--- src/rtl/i2c_mem_target_if.sv ---
// Bus-side signal bundle for the I2C memory target.
// The slave modport is the target's view; the master modport is the bus/host side.
interface i2c_mem_target_if;
  logic       scl_in;
  logic       sda_in;
  logic       sda_oe;
  logic       busy;
  logic       wr_pulse;
  logic [6:0] wr_addr;
  logic [7:0] wr_data;
  logic       rd_nack;

  modport slave (
    input  scl_in, sda_in,
    output sda_oe, busy, wr_pulse, wr_addr, wr_data, rd_nack
  );

  modport master (
    output scl_in, sda_in,
    input  sda_oe, busy, wr_pulse, wr_addr, wr_data, rd_nack
  );
endinterface

--- src/rtl/i2c_mem_target.sv ---
// I2C target backed by a 128x8 memory. Every 7-bit address is ACKed and used
// as the starting memory pointer; writes and reads auto-increment (mod 128).
// SCL/SDA are oversampled on clk; sda_oe=1 pulls SDA low (open-drain).
module i2c_mem_target #(
  parameter int SYNC_STAGES = 2
) (
  input  logic                   clk,
  input  logic                   reset_n,
  i2c_mem_target_if.slave        bus
);

  typedef enum logic [2:0] {
    IDLE     = 3'd0,
    ADDR     = 3'd1,
    ADDR_ACK = 3'd2,
    WR_DATA  = 3'd3,
    WR_ACK   = 3'd4,
    RD_DATA  = 3'd5,
    RD_ACK   = 3'd6
  } state_t;

  logic [SYNC_STAGES-1:0] scl_sync_q, scl_sync_d;
  logic [SYNC_STAGES-1:0] sda_sync_q, sda_sync_d;
  logic                   scl_prev_q, scl_prev_d;
  logic                   sda_prev_q, sda_prev_d;
  state_t                 state_q, state_d;
  logic [3:0]             bit_cnt_q, bit_cnt_d;
  logic [7:0]             shift_q, shift_d;
  logic [6:0]             ptr_q, ptr_d;
  logic                   rw_q, rw_d;
  logic                   nacked_q, nacked_d;
  logic                   sda_oe_q, sda_oe_d;
  logic                   busy_q, busy_d;
  logic                   wr_pulse_q, wr_pulse_d;
  logic                   rd_nack_q, rd_nack_d;
  logic [6:0]             wr_addr_q, wr_addr_d;
  logic [7:0]             wr_data_q, wr_data_d;

  logic                   scl_s, sda_s;
  logic                   scl_rise_s, scl_fall_s, start_s, stop_s;
  logic [7:0]             byte_s;
  logic [6:0]             ptr_inc_s;
  logic [7:0]             rd_byte_s, nxt_byte_s;
  logic                   mem_we_s;
  logic [7:0]             mem [0:127];

  // Synchronized line levels, edge and bus-condition detection
  always_comb begin
    scl_sync_d = {scl_sync_q[SYNC_STAGES-2:0], bus.scl_in};
    sda_sync_d = {sda_sync_q[SYNC_STAGES-2:0], bus.sda_in};
    scl_s      = scl_sync_q[SYNC_STAGES-1];
    sda_s      = sda_sync_q[SYNC_STAGES-1];
    scl_prev_d = scl_s;
    sda_prev_d = sda_s;
    scl_rise_s = scl_s & ~scl_prev_q;
    scl_fall_s = ~scl_s & scl_prev_q;
    start_s    = scl_s & sda_prev_q & ~sda_s;
    stop_s     = scl_s & ~sda_prev_q & sda_s;
    byte_s     = {shift_q[6:0], sda_s};
    ptr_inc_s  = ptr_q + 7'd1;
    rd_byte_s  = mem[ptr_q];
    nxt_byte_s = mem[ptr_inc_s];
  end

  // Protocol FSM: next state, shift/count/pointer updates and output strobes
  always_comb begin
    state_d    = state_q;
    bit_cnt_d  = bit_cnt_q;
    shift_d    = shift_q;
    ptr_d      = ptr_q;
    rw_d       = rw_q;
    nacked_d   = nacked_q;
    sda_oe_d   = sda_oe_q;
    wr_pulse_d = 1'b0;
    rd_nack_d  = 1'b0;
    wr_addr_d  = wr_addr_q;
    wr_data_d  = wr_data_q;
    mem_we_s   = 1'b0;
    if (stop_s) begin
      state_d   = IDLE;
      bit_cnt_d = 4'd0;
      sda_oe_d  = 1'b0;
    end else if (start_s) begin
      state_d   = ADDR;
      bit_cnt_d = 4'd0;
      sda_oe_d  = 1'b0;
      nacked_d  = 1'b0;
    end else begin
      case (state_q)
        IDLE: begin
          sda_oe_d = 1'b0;
        end
        ADDR: begin
          if (scl_rise_s) begin
            shift_d = byte_s;
            if (bit_cnt_q == 4'd7) begin
              ptr_d     = byte_s[7:1];
              rw_d      = byte_s[0];
              bit_cnt_d = 4'd0;
              state_d   = ADDR_ACK;
            end else begin
              bit_cnt_d = bit_cnt_q + 4'd1;
            end
          end else begin
            shift_d = shift_q;
          end
        end
        ADDR_ACK: begin
          // sda_oe doubles as the ACK phase marker: first fall drives, second releases
          if (scl_fall_s) begin
            if (!sda_oe_q) begin
              sda_oe_d = 1'b1;
            end else if (rw_q) begin
              // This fall already opens bit 7 of the first read byte
              state_d   = RD_DATA;
              shift_d   = rd_byte_s;
              sda_oe_d  = ~rd_byte_s[7];
              bit_cnt_d = 4'd1;
            end else begin
              state_d   = WR_DATA;
              sda_oe_d  = 1'b0;
              bit_cnt_d = 4'd0;
            end
          end else begin
            sda_oe_d = sda_oe_q;
          end
        end
        WR_DATA: begin
          if (scl_rise_s) begin
            shift_d = byte_s;
            if (bit_cnt_q == 4'd7) begin
              mem_we_s   = 1'b1;
              wr_pulse_d = 1'b1;
              wr_addr_d  = ptr_q;
              wr_data_d  = byte_s;
              bit_cnt_d  = 4'd0;
              state_d    = WR_ACK;
            end else begin
              bit_cnt_d = bit_cnt_q + 4'd1;
            end
          end else begin
            shift_d = shift_q;
          end
        end
        WR_ACK: begin
          if (scl_fall_s) begin
            if (!sda_oe_q) begin
              sda_oe_d = 1'b1;
            end else begin
              sda_oe_d  = 1'b0;
              ptr_d     = ptr_inc_s;
              bit_cnt_d = 4'd0;
              state_d   = WR_DATA;
            end
          end else begin
            sda_oe_d = sda_oe_q;
          end
        end
        RD_DATA: begin
          // bit_cnt counts bits already placed on the bus
          if (scl_fall_s) begin
            if (bit_cnt_q == 4'd8) begin
              sda_oe_d  = 1'b0;
              bit_cnt_d = 4'd0;
              nacked_d  = 1'b0;
              state_d   = RD_ACK;
            end else begin
              sda_oe_d  = ~shift_q[3'd7 - bit_cnt_q[2:0]];
              bit_cnt_d = bit_cnt_q + 4'd1;
            end
          end else begin
            sda_oe_d = sda_oe_q;
          end
        end
        RD_ACK: begin
          // After a NACK, further SCL rises are ignored until START/STOP
          if (scl_rise_s && !nacked_q) begin
            if (sda_s) begin
              rd_nack_d = 1'b1;
              nacked_d  = 1'b1;
              sda_oe_d  = 1'b0;
            end else begin
              ptr_d     = ptr_inc_s;
              shift_d   = nxt_byte_s;
              bit_cnt_d = 4'd0;
              state_d   = RD_DATA;
            end
          end else begin
            sda_oe_d = 1'b0;
          end
        end
        default: begin
          state_d  = IDLE;
          sda_oe_d = 1'b0;
        end
      endcase
    end
    busy_d = (state_d != IDLE);
  end

  // State and output registers with synchronous active-low reset
  always_ff @(posedge clk) begin
    if (!reset_n) begin
      scl_sync_q <= {SYNC_STAGES{1'b1}};
      sda_sync_q <= {SYNC_STAGES{1'b1}};
      scl_prev_q <= 1'b1;
      sda_prev_q <= 1'b1;
      state_q    <= IDLE;
      bit_cnt_q  <= 4'd0;
      shift_q    <= 8'd0;
      ptr_q      <= 7'd0;
      rw_q       <= 1'b0;
      nacked_q   <= 1'b0;
      sda_oe_q   <= 1'b0;
      busy_q     <= 1'b0;
      wr_pulse_q <= 1'b0;
      rd_nack_q  <= 1'b0;
      wr_addr_q  <= 7'd0;
      wr_data_q  <= 8'd0;
    end else begin
      scl_sync_q <= scl_sync_d;
      sda_sync_q <= sda_sync_d;
      scl_prev_q <= scl_prev_d;
      sda_prev_q <= sda_prev_d;
      state_q    <= state_d;
      bit_cnt_q  <= bit_cnt_d;
      shift_q    <= shift_d;
      ptr_q      <= ptr_d;
      rw_q       <= rw_d;
      nacked_q   <= nacked_d;
      sda_oe_q   <= sda_oe_d;
      busy_q     <= busy_d;
      wr_pulse_q <= wr_pulse_d;
      rd_nack_q  <= rd_nack_d;
      wr_addr_q  <= wr_addr_d;
      wr_data_q  <= wr_data_d;
    end
  end

  // Byte storage: written only on a completed data byte, contents never reset
  always_ff @(posedge clk) begin
    if (reset_n && mem_we_s) begin
      mem[ptr_q] <= byte_s;
    end
  end

  assign bus.sda_oe   = sda_oe_q;
  assign bus.busy     = busy_q;
  assign bus.wr_pulse = wr_pulse_q;
  assign bus.wr_addr  = wr_addr_q;
  assign bus.wr_data  = wr_data_q;
  assign bus.rd_nack  = rd_nack_q;

endmodule
--- src/flat_wrapper.sv ---
// flat-port wrapper written by rule: the top's interface ports become plain ports
module i2c_mem_target_flat 
#(
  parameter int SYNC_STAGES = 2
)
  (clk, reset_n, bus_scl_in, bus_sda_in, bus_sda_oe, bus_busy, bus_wr_pulse, bus_wr_addr, bus_wr_data, bus_rd_nack);
  i2c_mem_target_if bus_i ();
  input  logic clk;
  input  logic reset_n;
  input wire logic [$bits(bus_i.scl_in)-1:0] bus_scl_in;
  input wire logic [$bits(bus_i.sda_in)-1:0] bus_sda_in;
  output wire logic [$bits(bus_i.sda_oe)-1:0] bus_sda_oe;
  output wire logic [$bits(bus_i.busy)-1:0] bus_busy;
  output wire logic [$bits(bus_i.wr_pulse)-1:0] bus_wr_pulse;
  output wire logic [$bits(bus_i.wr_addr)-1:0] bus_wr_addr;
  output wire logic [$bits(bus_i.wr_data)-1:0] bus_wr_data;
  output wire logic [$bits(bus_i.rd_nack)-1:0] bus_rd_nack;
  assign bus_i.scl_in = bus_scl_in;
  assign bus_i.sda_in = bus_sda_in;
  assign bus_sda_oe = bus_i.sda_oe;
  assign bus_busy = bus_i.busy;
  assign bus_wr_pulse = bus_i.wr_pulse;
  assign bus_wr_addr = bus_i.wr_addr;
  assign bus_wr_data = bus_i.wr_data;
  assign bus_rd_nack = bus_i.rd_nack;
  i2c_mem_target #(.SYNC_STAGES(SYNC_STAGES)) u_core (.clk(clk), .reset_n(reset_n), .bus(bus_i));
endmodule
--- config.mk ---
export PLATFORM = sky130hd
export DESIGN_NAME = i2c_mem_target_flat
export DESIGN_NICKNAME = d
export VERILOG_FILES = /design/src/rtl/i2c_mem_target_if.sv /design/src/rtl/i2c_mem_target.sv /design/src/flat_wrapper.sv
export SDC_FILE = /design/constraint.sdc
export NUM_CORES = 2
export LEC_CHECK = 0
export CAP_MARGIN = 0
export CORE_ASPECT_RATIO = 0.5
export CORE_MARGIN = 2
export CORE_UTILIZATION = 51
export DETAILED_ROUTE_END_ITERATION = 7
export PLACE_DENSITY = 0.68
export SYNTH_ARGS = -nofsm -noshare
export SYNTH_HDL_FRONTEND = slang
export SYNTH_SLANG_ARGS = --single-unit
--- constraint.sdc ---
create_clock -name clk -period 5.15 [get_ports clk]
set_input_delay 1.545 -clock clk [delete_from_list [all_inputs] [get_ports clk]]
set_output_delay 1.545 -clock clk [all_outputs]
set_load 0.05 [all_outputs]
# After elaboration in Yosys (flattened, before gate mapping)

Memories as Yosys holds them, arrays and structs flattened. A register that Yosys moved wholly into a read port is not among the register bits.
Index checks and enable logic that the tools add are counted.

Register bits after elaboration: 49
Bits in latches: 0
Bits in writable memories: 1024
ROM bits: 0
Output and inout port bits: 19
Word-level logic and storage cells: 152
Memories: 1

Add/subtract/negate cells: 3
Multipliers: 0
Divide/modulo/power cells: 0
Magnitude comparators: 1
Equality and inequality tests: 24
Shift-type cells: 0
Mux-type cells: 70
Bitwise operators: 18
Reduce and logical (&&, ||, !) cells: 19

Memory list:

| name       | words | width | read ports | clocked after memory_dff | wr ports | RTL line             | source |
|---|---|---|---|---|---|---|---|
| u_core.mem | 128   | 8     | 2          | 1                        | 1        | i2c_mem_target.sv:45 | `logic [7:0] mem [0:127];` |

Operators with widths:

| cell                                           | number |
|---|---|
| two-way mux 7 bit                              | 8 |
| two-way mux 8 bit                              | 6 |
| two-way mux 3 bit                              | 15 |
| two-way mux 4 bit                              | 10 |
| AND reduction 9 bit                            | 3 |
| two-way mux 1 bit                              | 24 |
| case mux 8 bit (3 select lines)                | 1 |
| case mux 3 bit (7 select lines)                | 1 |
| case mux 7 bit (3 select lines)                | 1 |
| != test 2 x 1 -> 1 bit (second input constant) | 10 |
| case mux 4 bit (5 select lines)                | 1 |
| AND reduction 5 bit                            | 3 |
| != test 3 x 1 -> 1 bit (second input constant) | 4 |
| NOT 1 bit                                      | 12 |
| nonzero test 3 bit                             | 4 |
| == test 3 bit (second input constant)          | 3 |
| adder 7 x 1 -> 7 bit (second input constant)   | 1 |
| AND 1 bit                                      | 6 |
| == test 3 x 2 -> 1 bit (second input constant) | 2 |
| AND reduction 6 bit                            | 1 |
| case mux 1 bit (5 select lines)                | 1 |
| nonzero test 5 bit                             | 1 |
| OR reduction 5 bit                             | 1 |
| adder 4 x 1 -> 4 bit (second input constant)   | 1 |
| 14 further kinds                               | 15 |

# Logic depth before layout (Yosys ltp)

Word-level depth: 9
Gate-level depth with buffers: 11
Gate-level depth less buffers: 9

# Worst setup path before layout

Ideal clock, no wire load.

Kind: reg2reg
Start point: register u_core.sda_sync_q[1]
End point: memory u_core.mem[60][0], enable pin
Setup time: 0.395 ns
Arrival: 3.968 ns
Setup slack: 0.787 ns
Stages on the path, launching flop included: 7
Path buffers: 0
Path through: dfxtp_1 > xnor2_1 > o21ai_1 > or4_1 > inv_2 > nand2_1 > nor4_1

Longest elaborated chain between the ends: 7
Elaborated cells between the ends (all ways): 8
Those cells by class: 4 x mux; 3 x bitwise; 1 x reduce/logical

RTL lines:

| item                                        | RTL line              | source |
|---|---|---|
| start, declared                             | i2c_mem_target.sv:23  | `logic [SYNC_STAGES-1:0] sda_sync_q, sda_sync_d;` |
| start signal, assigned                      | i2c_mem_target.sv:205 | `sda_sync_q <= {SYNC_STAGES{1'b1}};` |
| start signal, assigned                      | i2c_mem_target.sv:222 | `sda_sync_q <= sda_sync_d;` |
| NOT 1 bit                                   | i2c_mem_target.sv:57  | `start_s = scl_s & sda_prev_q & ~sda_s;` |
| AND 1 bit                                   | i2c_mem_target.sv:57  |  |
| two-way mux 1 bit                           | i2c_mem_target.sv:83  | `end else if (start_s) begin` |
| two-way mux 1 bit (*)                       | i2c_mem_target.sv:79  | `if (stop_s) begin` |
| logical AND 1 bit (*)                       | i2c_mem_target.sv:242 | `if (reset_n && mem_we_s) begin` |
| two-way mux 1 bit (*)                       | i2c_mem_target.sv:242 |  |
| two-way mux 1 bit (not written as such) (*) | i2c_mem_target.sv:243 | `mem[ptr_q] <= byte_s;` |
| end, declared                               | i2c_mem_target.sv:45  |  |

Every way passes the cells marked *; elsewhere a longest branch is shown, timed or not.

# Worst setup path in the final report

Start point: input reset_n
End point: memory u_core.mem[13][7], enable pin

Longest elaborated chain between the ends: 3

RTL lines:

| item                                    | RTL line              | source |
|---|---|---|
| start, declared                         | flat_wrapper.sv:9     | `input logic reset_n;` |
| logical AND 1 bit                       | i2c_mem_target.sv:242 |  |
| two-way mux 1 bit                       | i2c_mem_target.sv:242 |  |
| two-way mux 1 bit (not written as such) | i2c_mem_target.sv:243 |  |

Every way passes these cells.

==> flow_metrics.env <==
export IMPL_cts_max_level=3
export IMPL_start_kind="input port"
export IMPL_pre_cts_slack_ps=-68.30
export IMPL_antenna_found_initial=2
export IMPL_synthFlopType="edfxtp_1"
export IMPL_cts_setup_buffers=0
export IMPL_p_seq_share_pct=55.7
export IMPL_utilization_pct=57.64
export IMPL_overflow=0
export IMPL_setup_viol=0
export IMPL_drt_vias_per_instance=7.034
export IMPL_drt_initial_drc_count=4212
export IMPL_synth_seq_cells=1080
export IMPL_synth_area_leaders="edfxtp_1, mux4_2, dfxtp_1"
export IMPL_dr_pass1_iters=6
export IMPL_clk_pin_slew_ps=60
export IMPL_ys_top_cells_by_count="edfxtp_1, mux4_2, nor2_1, nand2_1, clkbuf_1"
export IMPL_core_um2=97800
export IMPL_r2r_slack_ps=690
export IMPL_peakVddDrop_uv=242.3
export IMPL_period_minus_slack_ps=4730
export IMPL_maxCapViolations=0
export IMPL_multi_input_area_um2=17620
export IMPL_ys_warn_count=0
export IMPL_power_share_clock_pct=43.8
export IMPL_power_mw=17.06
export IMPL_gp_congestion=0.9551
export IMPL_io_pins=23
export IMPL_p_sw_mw=3.380
export IMPL_syn_area_per_cell_um2=19.98
export IMPL_rsz0062_at_grt="false"
export IMPL_final_setup_tns_ps=0
export IMPL_final_area_um2=56370
export IMPL_hpwl_um=93230
export IMPL_cts_buffers=97
export IMPL_slew_violations=0
export IMPL_yosysMostFrequentCell="edfxtp_1"
export IMPL_drcViolationCount=0
export IMPL_clkLatencyLatePin_ps=710
export IMPL_port_buffers=22
export IMPL_cts_tree="built"
export IMPL_clk_path_buf_depth=3
export IMPL_area_growth_pct=12.02
export IMPL_cp_arrival_ps=5040
export IMPL_drive_above_1_share_pct=37.46
export IMPL_worstReg2RegEnd="u_core.mem[13][7]"
export IMPL_dieArea_um2=101300
export IMPL_grt_first_pass_wirelength_um=206100
export IMPL_num_rows=81
export IMPL_syn_area_um2=50320
export IMPL_die_h_um=226.1
export IMPL_p_int_mw=13.68
export IMPL_cts_sinks=1080
export IMPL_grt_max_degree=136
export IMPL_setup_worst_path_start="reset_n"
export IMPL_worstPathRequired_ps=5460
export IMPL_powerDensity_nw_per_um2=302.6
export IMPL_worst_slack_ps=420.4
export IMPL_outcome="completed"
export IMPL_wl_met2_um=65370
export IMPL_wl_um=142800
export IMPL_path_max_fanout=8
export IMPL_switching_share_pct=19.82
export IMPL_dpl_cell_count=3875
export IMPL_holdWs_ps=408.0
export IMPL_syn_nets=2526
export IMPL_synth_cells=2519
export IMPL_path_class="input port to flop"
export IMPL_synth_largest_area_cell="edfxtp_1"
export IMPL_hold_depth=1
export IMPL_hold_buffers=0
export IMPL_grt_total_usage_pct=28.85
export IMPL_synth_edf_count=1024
export IMPL_detail_route_antenna_nets=0
export IMPL_ys_types=63
export IMPL_wl_per_cell_um=35.24
export IMPL_grt_pass1_vias=27730
export IMPL_max_freq_mhz=211.4
export IMPL_ctsResizeCount=0
export IMPL_seq_area_um2=31920
export IMPL_wl_met1_um=55780
export IMPL_placedInstanceArea_um2=53140
export IMPL_worst_setup_path_end_kind="flop"
export IMPL_fillers=7098
export IMPL_r2r_cells=9
export IMPL_finalCritPeriodShare_pct=91.84
export IMPL_instances_no_fill=4052
export IMPL_tightestPinTransition_ps=1415
export IMPL_cp_endpoint="u_core.mem[13][7]"
export IMPL_hp_class="flop to flop"
export IMPL_start_util_pct=51.45
export IMPL_top_layer="met4"
export IMPL_r2r_start="u_core.bit_cnt_q[0]"
export IMPL_combPwrFrac_pct=0.5
export IMPL_slew_headroom_pct=5.450
export IMPL_final_hold_violation_count=0
export IMPL_vias=28500
export IMPL_yosysTopAreaCellShare_pct=61.11
export IMPL_ys_seq_area_share_pct=63.34
export IMPL_cts_root_buf="clkbuf_16"
export IMPL_skew_ps=33.49
export IMPL_p_leak_nw=14.49
export IMPL_fin_nets=2653
export IMPL_met3_length_um=18520
export IMPL_die_x_um=448.2
export IMPL_async_flop_share_pct=0
==> layout make-up <==
cell class / instances / share of cell area (%)
antenna: 1 / 0.004439
clock inverter: 63 / 1.103
multi-input combinational: 1237 / 31.25
clock buffer: 113 / 4.617
inverter: 12 / 0.07991
timing repair buffer: 218 / 3.378
sequential: 1080 / 56.62
tap: 1328 / 2.948
==> flip-flops by register name, summed over array words and instances, names as in the netlist, named ones only <==
signal and cells:
u_core.bit_cnt_q 4, u_core.bus.busy 1, u_core.bus.rd_nack 1, u_core.bus.sda_oe 1, u_core.bus.wr_addr 7, u_core.bus.wr_data 8
u_core.bus.wr_pulse 1, u_core.mem 1024, u_core.nacked_q 1, u_core.ptr_q 7, u_core.rw_q 1, u_core.scl_prev_q 1
u_core.scl_sync_q 2, u_core.sda_prev_q 1, u_core.sda_sync_q 2, u_core.shift_q 8, u_core.state_q 3
==> routing by layer <==
metal | track usage, % | vias to the layer above
li1 | - | 11060
met1 | 42.53 | 15260
met2 | 42.85 | 1994
met3 | 9.016 | 188
met4 | 5.995 | 0
met5 | 0 | -
==> worst min path at each step <==
stage                      endpoint                 start  slack, ps
2_1_floorplan  u_core.scl_sync_q[1]  u_core.scl_sync_q[0]        390
6_report       u_core.sda_sync_q[1]  u_core.sda_sync_q[0]        410
5_1_grt        u_core.sda_sync_q[1]  u_core.sda_sync_q[0]        420
3_3_place_gp   u_core.sda_sync_q[1]  u_core.sda_sync_q[0]        390
3_5_place_dp   u_core.sda_sync_q[1]  u_core.sda_sync_q[0]        400
4_1_cts        u_core.sda_sync_q[1]  u_core.sda_sync_q[0]        410
==> cells in the final DEF (no fill, tap or decap), drive strengths merged, types with 13 or more instances in the layout <==
cell / instances
o21ai: 27
nand2b: 16
a21oi: 35
dfxtp: 56
or3: 13
clkinv: 39
mux4: 636
nor2: 188
nand3: 24
mux2i: 38
nor3: 14
inv: 15
nand2: 119
edfxtp: 1024
buf: 196
clkbuf: 113
clkdlybuf4s50: 22
==> power by group through the flow <==
stage	combinational [mW]	clock, mW	sequential (mW)
after global routing	0.0840	7.89	9.50
after global placement	0.0761	0	9.69
final	0.0785	7.48	9.50
after detailed placement	0.0775	0	9.70
after floorplan	0.0389	0	9.70
after CTS	0.0775	7.55	9.50
==> critical path: stages <==
cell and delay [ps]:
clkdlybuf4s50_1 490, o21ai_1 90, or4_1 630, inv_2 90, nand2_1 140, nor2_1 910
nand2_1 460, nor2_1 680
==> kinds of logic (layout without fill, tap and decap cells) <==
logic type | after synthesis | after routing | share of synthesized area [%]
buf+inv | 202 | 406 | 1.805
fa+ha+maj | 3 | 3 | 0.07460
compound gates | 127 | 127 | 1.616
flops | 1080 | 1080 | 63.34
simple gates | 420 | 420 | 3.690
other cells | 0 | 1 | 0
mux | 677 | 677 | 29.29
xor+xnor | 10 | 10 | 0.1890
No activity file was read; power rests on OpenSTA's default activity.
